### src/rtl/mdu_unit.sv
// Iterative RV32M multiply/divide unit: radix-2 shift-add multiply, restoring divide.
// Fixed 34-cycle busy window per operation, regardless of op or operands.
module mdu_unit #(
    parameter int DATA_WIDTH    = 32,
    parameter int ADDRESS_WIDTH = 5
) (
    input  logic                     clk,
    input  logic                     rst_n,
    input  logic                     start,
    input  logic                     flush,
    input  logic [2:0]               funct3,
    input  logic [DATA_WIDTH-1:0]    op_a,
    input  logic [DATA_WIDTH-1:0]    op_b,
    input  logic [ADDRESS_WIDTH-1:0] rd_in,
    output logic                     busy,
    output logic                     done,
    output logic [DATA_WIDTH-1:0]    result,
    output logic [ADDRESS_WIDTH-1:0] rd_out,
    output logic                     we_out
);

    localparam int W = DATA_WIDTH;

    localparam logic [2:0] F_MUL    = 3'b000;
    localparam logic [2:0] F_MULH   = 3'b001;
    localparam logic [2:0] F_MULHSU = 3'b010;
    localparam logic [2:0] F_MULHU  = 3'b011;
    localparam logic [2:0] F_DIV    = 3'b100;
    localparam logic [2:0] F_DIVU   = 3'b101;
    localparam logic [2:0] F_REM    = 3'b110;
    localparam logic [2:0] F_REMU   = 3'b111;

    typedef enum logic [1:0] {
        IDLE = 2'd0,
        CALC = 2'd1,
        FIN  = 2'd2,
        DONE = 2'd3
    } state_t;

    state_t                   state;
    state_t                   state_next;
    logic [5:0]               count;
    logic [2:0]               fn;
    logic [W-1:0]             a_reg;
    logic [W-1:0]             b_reg;
    logic [ADDRESS_WIDTH-1:0] rd_reg;
    // acc_hi: product high half / partial remainder; acc_lo: multiplier / quotient.
    logic [W-1:0]             acc_hi;
    logic [W-1:0]             acc_lo;
    logic [W-1:0]             mcand;

    function automatic logic signed_a(input logic [2:0] f);
        return (f == F_MULH) || (f == F_MULHSU) || (f == F_DIV) || (f == F_REM);
    endfunction

    function automatic logic signed_b(input logic [2:0] f);
        return (f == F_MULH) || (f == F_DIV) || (f == F_REM);
    endfunction

    // Operand magnitudes taken at launch
    logic         a_neg_in;
    logic         b_neg_in;
    logic [W-1:0] a_mag_in;
    logic [W-1:0] b_mag_in;

    assign a_neg_in = signed_a(funct3) & op_a[W-1];
    assign b_neg_in = signed_b(funct3) & op_b[W-1];
    assign a_mag_in = a_neg_in ? (~op_a + 1'b1) : op_a;
    assign b_mag_in = b_neg_in ? (~op_b + 1'b1) : op_b;

    // One iteration step for each algorithm
    logic [W:0]   mul_sum;
    logic [W:0]   div_shift;
    logic [W:0]   div_diff;
    logic         div_ge;

    assign mul_sum   = {1'b0, acc_hi} + (acc_lo[0] ? {1'b0, mcand} : '0);
    assign div_shift = {acc_hi, acc_lo[W-1]};
    assign div_ge    = div_shift >= {1'b0, mcand};
    assign div_diff  = div_shift - {1'b0, mcand};

    // Sign correction and special cases, evaluated in FIN
    logic           a_neg;
    logic           b_neg;
    logic [2*W-1:0] prod;
    logic [2*W-1:0] prod_s;
    logic [W-1:0]   quot_s;
    logic [W-1:0]   rem_s;
    logic           b_zero;
    logic           sdiv_ovf;
    logic [W-1:0]   fin_value;

    assign a_neg    = signed_a(fn) & a_reg[W-1];
    assign b_neg    = signed_b(fn) & b_reg[W-1];
    assign prod     = {acc_hi, acc_lo};
    assign prod_s   = (a_neg ^ b_neg) ? (~prod + 1'b1) : prod;
    assign quot_s   = (a_neg ^ b_neg) ? (~acc_lo + 1'b1) : acc_lo;
    assign rem_s    = a_neg ? (~acc_hi + 1'b1) : acc_hi;
    assign b_zero   = (b_reg == '0);
    assign sdiv_ovf = (a_reg == {1'b1, {(W-1){1'b0}}}) && (b_reg == '1);

    always_comb begin
        // NOTE: every combinational output gets a default first so no latch is inferred.
        fin_value = '0;
        case (fn)
            F_MUL:                      fin_value = prod_s[W-1:0];
            F_MULH, F_MULHSU, F_MULHU:  fin_value = prod_s[2*W-1:W];
            F_DIV:  fin_value = b_zero ? '1 : (sdiv_ovf ? {1'b1, {(W-1){1'b0}}} : quot_s);
            F_DIVU: fin_value = b_zero ? '1 : acc_lo;
            F_REM:  fin_value = b_zero ? a_reg : (sdiv_ovf ? '0 : rem_s);
            F_REMU: fin_value = b_zero ? a_reg : acc_hi;
            default: fin_value = '0;
        endcase
    end

    // State register
    always_ff @(posedge clk or negedge rst_n) begin
        // NOTE: sequential state uses non-blocking assignments so all registers update together.
        if (!rst_n) state <= IDLE;
        else        state <= state_next;
    end

    // Next-state logic; flush wins over everything
    always_comb begin
        state_next = state;
        if (flush) begin
            state_next = IDLE;
        end else begin
            case (state)
                IDLE: if (start) state_next = CALC;
                CALC: if (count == 6'(W-1)) state_next = FIN;
                FIN:  state_next = DONE;
                DONE: state_next = IDLE;
                default: state_next = IDLE;
            endcase
        end
    end

    // Outputs decoded from registered state only
    always_comb begin
        busy   = (state != IDLE);
        done   = (state == DONE);
        we_out = (state == DONE) && (rd_out != '0);
    end

    // Datapath
    always_ff @(posedge clk or negedge rst_n) begin
        if (!rst_n) begin
            count  <= '0;
            fn     <= '0;
            a_reg  <= '0;
            b_reg  <= '0;
            rd_reg <= '0;
            acc_hi <= '0;
            acc_lo <= '0;
            mcand  <= '0;
            result <= '0;
            rd_out <= '0;
        end else if (!flush) begin
            case (state)
                IDLE: begin
                    if (start) begin
                        fn     <= funct3;
                        a_reg  <= op_a;
                        b_reg  <= op_b;
                        rd_reg <= rd_in;
                        count  <= '0;
                        acc_hi <= '0;
                        acc_lo <= funct3[2] ? a_mag_in : b_mag_in;
                        mcand  <= funct3[2] ? b_mag_in : a_mag_in;
                    end
                end
                CALC: begin
                    count <= count + 6'd1;
                    if (fn[2]) begin
                        acc_hi <= div_ge ? div_diff[W-1:0] : div_shift[W-1:0];
                        acc_lo <= {acc_lo[W-2:0], div_ge};
                    end else begin
                        acc_hi <= mul_sum[W:1];
                        acc_lo <= {mul_sum[0], acc_lo[W-1:1]};
                    end
                end
                FIN: begin
                    result <= fin_value;
                    rd_out <= rd_reg;
                end
                default: ;
            endcase
        end
    end

endmodule

### config.mk
export PLATFORM = sky130hd
export DESIGN_NAME = mdu_unit
export DESIGN_NICKNAME = d
export VERILOG_FILES = /design/src/rtl/mdu_unit.sv
export SDC_FILE = /design/constraint.sdc
export NUM_CORES = 1
export LEC_CHECK = 0
export ABC_AREA = 1
export BUFFER_PORTS_ARGS = -buffer_cell sky130_fd_sc_hd__buf_2
export CAP_MARGIN = 20
export CORE_ASPECT_RATIO = 0.8
export CORE_MARGIN = 1.5
export CORE_UTILIZATION = 35
export CTS_BUF_LIST = sky130_fd_sc_hd__clkbuf_16
export DETAILED_ROUTE_END_ITERATION = 7
export PLACE_DENSITY = 0.51
export SLEW_MARGIN = 0
export SYNTH_ARGS = -nofsm -noshare
export SYNTH_HDL_FRONTEND = slang
export SYNTH_SLANG_ARGS = --single-unit
export TNS_END_PERCENT = 5
### constraint.sdc
create_clock -name clk -period 5.03 [get_ports clk]
set_input_delay 1.006 -clock clk [delete_from_list [all_inputs] [get_ports clk]]
set_output_delay 1.006 -clock clk [all_outputs]
set_load 0.005 [all_outputs]
==> metrics.cfg <==
[hold_path]
hold_class = in2async

[layout]
mostFrequentLayoutCells = 1311 x nand2_1, 455 x inv_1, 426 x nor2_1
nFillCells = 7164
diodes = 0
multiInputGateArea_sq_mm = 0.0146
final_common_cell = nand2_1
drive_gt1_share_pct = 6.56
final_core_util_pct = 39.1
nets = 4083
syn_to_final_growth_pct = 10.1
register_area_sq_mm = 0.00533
layoutNonFillerInstCount = 4791

[global_routing]
antenna_found_initial = 6
track_usage_pct = 34.8
grt_pass1_vias = 24200
grt_max_degree = 104
grt_pass1_wl_microns = 168000
grt.overflow.total = 0

[floorplan]
die_w_microns = 285
die-area_sq_mm = 0.0653
die_y_microns = 229
start_util_pct = 35.5
floorplan.rows = 82
core_area_sq_mm = 0.0628
io_pins = 116

[logic_synthesis]
ys_seq_area_share_pct = 23.9
synth_edf_count = 0
synth.avg_cell_area_sq_um = 5.73
yosysWarnings = 0
synth_area_leader_cell = dfrtp_1
synth_top_area_share_pct = 23.9
syn_inst = 3894
synth_cell_types = 52
synth.net_count = 4045
async_flop_share_pct = 100
synth_seq_cells = 213
synth_flop_cell = dfrtp_1
synth_area_leaders = dfrtp_1 24%, nand2_1 22%, nand3_1 9.0%
netlist_area_sq_mm = 0.0223

[routing]
drtAntennaViolNets = 0
wl_per_cell_microns = 24.4
drt_iter0_drc = 3651
vias = 27000
wirelength_microns = 117000
via_per_inst = 5.64
drc_errors = 0
dr.pass1.iters = 6

[cts]
cts_root_buf = clkbuf_16
cts_buffers = 27
cts_tree = done
cts.htree.levels = 1
post-cts-setup-buffer-count = 0
cts_resized = 0
clk_pin_slew_ns = 0.06
cts_sinks = 213
clockBufferDepth = 3
holdBufCountCts = 0
clk_latency_ns = 0.61

[setup_path]
cp_cell_sequence = ha_1 > nand2_1 > nor2_1 > nand2_1 > nor2_1 > nand2_1 > nand2_1 > nor2_2 > nand2_4 > nor2_2 > inv_1 > nor2_1 > o21ai_1
critical_path_buf_inv_count = 1
crit_path_start = acc_hi[20]$_DFFE_PN0P_
arrival_ns = 4.19
crit_type = reg2reg
crit_top_cell = nand2_1
crit_fanout = 37
crit_path_top_delay_cell = dfrtp_1
slowest_delay_ns = 0.84
r2r-start = acc_hi[20]$_DFFE_PN0P_
cp-start-kind = flip-flop
critPathTopFamily = simple AND/OR/NAND/NOR gates
endpoint_kind = flip-flop
required_ns = 5.52

[sta]
setup_tns_ns = 0
min_period_over_period_pct = 73.5
min_period_ns = 3.70
clock_skew_ns = 0.0178
fmax_ghz = 0.271
timing.final.max_slew_violations = 0
setup_violations = 0
hold_viol_final = 0
relSlewSlack_pct = 33.4
tightest_slew_ns = 0.998
rsz0062_at_grt = no

[power_and_ir_drop]
vdd_drop_max_mv = 0.336
p_sw_mw = 11.8
pwr-share-clk_pct = 11.1
p_leak_nw = 12.8
comb_power_share_pct = 69.0
power.density_mw_per_mm2 = 780
switching_share_pct = 61.6
p_seq_share_pct = 19.9
intPower_mw = 7.36

[placed_design]
dp_hpwl_microns = 92100
dp.cells = 4743
numPortBuffers = 115
gp_congestion = 1.06

[run_status]
status = completed

[job]
drv_cap = 0

## cell families (layout without fill, tap and decap cells)
logic type                 after synthesis  after routing  share of synthesized area [%]
adders and majority gates               75             75                           4.27
AOI/OAI and AO/OA                      616            616                           15.2
buffers and inverters                  617            674                           10.9
DFF                                    213            213                           23.9
xor gates and xnor gates                66             66                           2.59
and+or+nand+nor                       2307           2307                           43.1
## per-stage QoR
step	worst slack [ns]	hold slack (ns)	total power [mW]	cell area, sq um
after detailed placement	0.966	0.459	16.4	23600
final	1.33	0.428	19.2	24600
after global placement	1.01	0.454	16.5	23600
after floorplan	2.43	0.442	11.6	22300
after CTS	1.55	0.475	18.6	24600
after global routing	1.22	0.498	20.4	24600
## synth_stat cells, types with 5 or more instances
| library cell | n |
|---|---|
| a21oi_1 | 209 |
| a22oi_1 | 19 |
| a31oi_1 | 15 |
| buf_1 | 14 |
| buf_2 | 23 |
| buf_4 | 13 |
| buf_6 | 5 |
| clkbuf_1 | 96 |
| dfrtp_1 | 213 |
| ha_1 | 73 |
| inv_1 | 452 |
| inv_2 | 10 |
| nand2_1 | 1314 |
| nand2_2 | 5 |
| nand3_1 | 400 |
| nand3b_1 | 20 |
| nand4_1 | 71 |
| nor2_1 | 428 |
| nor2_2 | 12 |
| nor3_1 | 29 |
| nor4_1 | 5 |
| o211ai_1 | 45 |
| o21a_1 | 5 |
| o21ai_0 | 265 |
| o21ai_1 | 18 |
| o21bai_1 | 6 |
| o221ai_1 | 14 |
| or2_2 | 9 |
| xnor2_1 | 7 |
| xor2_1 | 59 |
## layer usage
metal	track usage [%]	vias up	share of wire, %
met5	0	-	0.032
met4	9.92	6	3.2
met3	10.2	190	13
met2	46.6	1550	38
met1	52.8	12600	46
li1	-	12700	-
## path summary, 6_finish.rpt
kind,end,slack (ns),cells past startpoint
max,acc_hi[9]$_DFFE_PN0P_,1.33,13
min,acc_hi[7]$_DFFE_PN0P_,0.43,1
max reg2reg,acc_hi[9]$_DFFE_PN0P_,1.33,13
min reg2reg,result[23]$_DFFE_PN0P_,0.47,2
max in group asynchronous,b_reg[27]$_DFFE_PN0P_,3.47,2
min in group clk,result[23]$_DFFE_PN0P_,0.47,2
## power groups by stage
stage          Combinational (mW)  Clock [mW]  Sequential (mW)
2_1_floorplan                8.54           0             3.07
3_3_place_gp                 12.7           0             3.76
3_5_place_dp                 12.6           0             3.76
4_1_cts                      12.7        2.15             3.73
5_1_grt                      14.3        2.21             3.84
6_report                     13.2        2.13             3.81
## area by class of cell
cell class,instances,share of cell area (%)
clock buffer,27,2.75
clock inverter,21,0.978
inverter,465,7.11
multi-input combinational,3064,59.3
sequential,213,21.7
tap,840,4.28
timing repair buffer,161,3.84
Note: power is estimated with default switching activity, not from simulation.
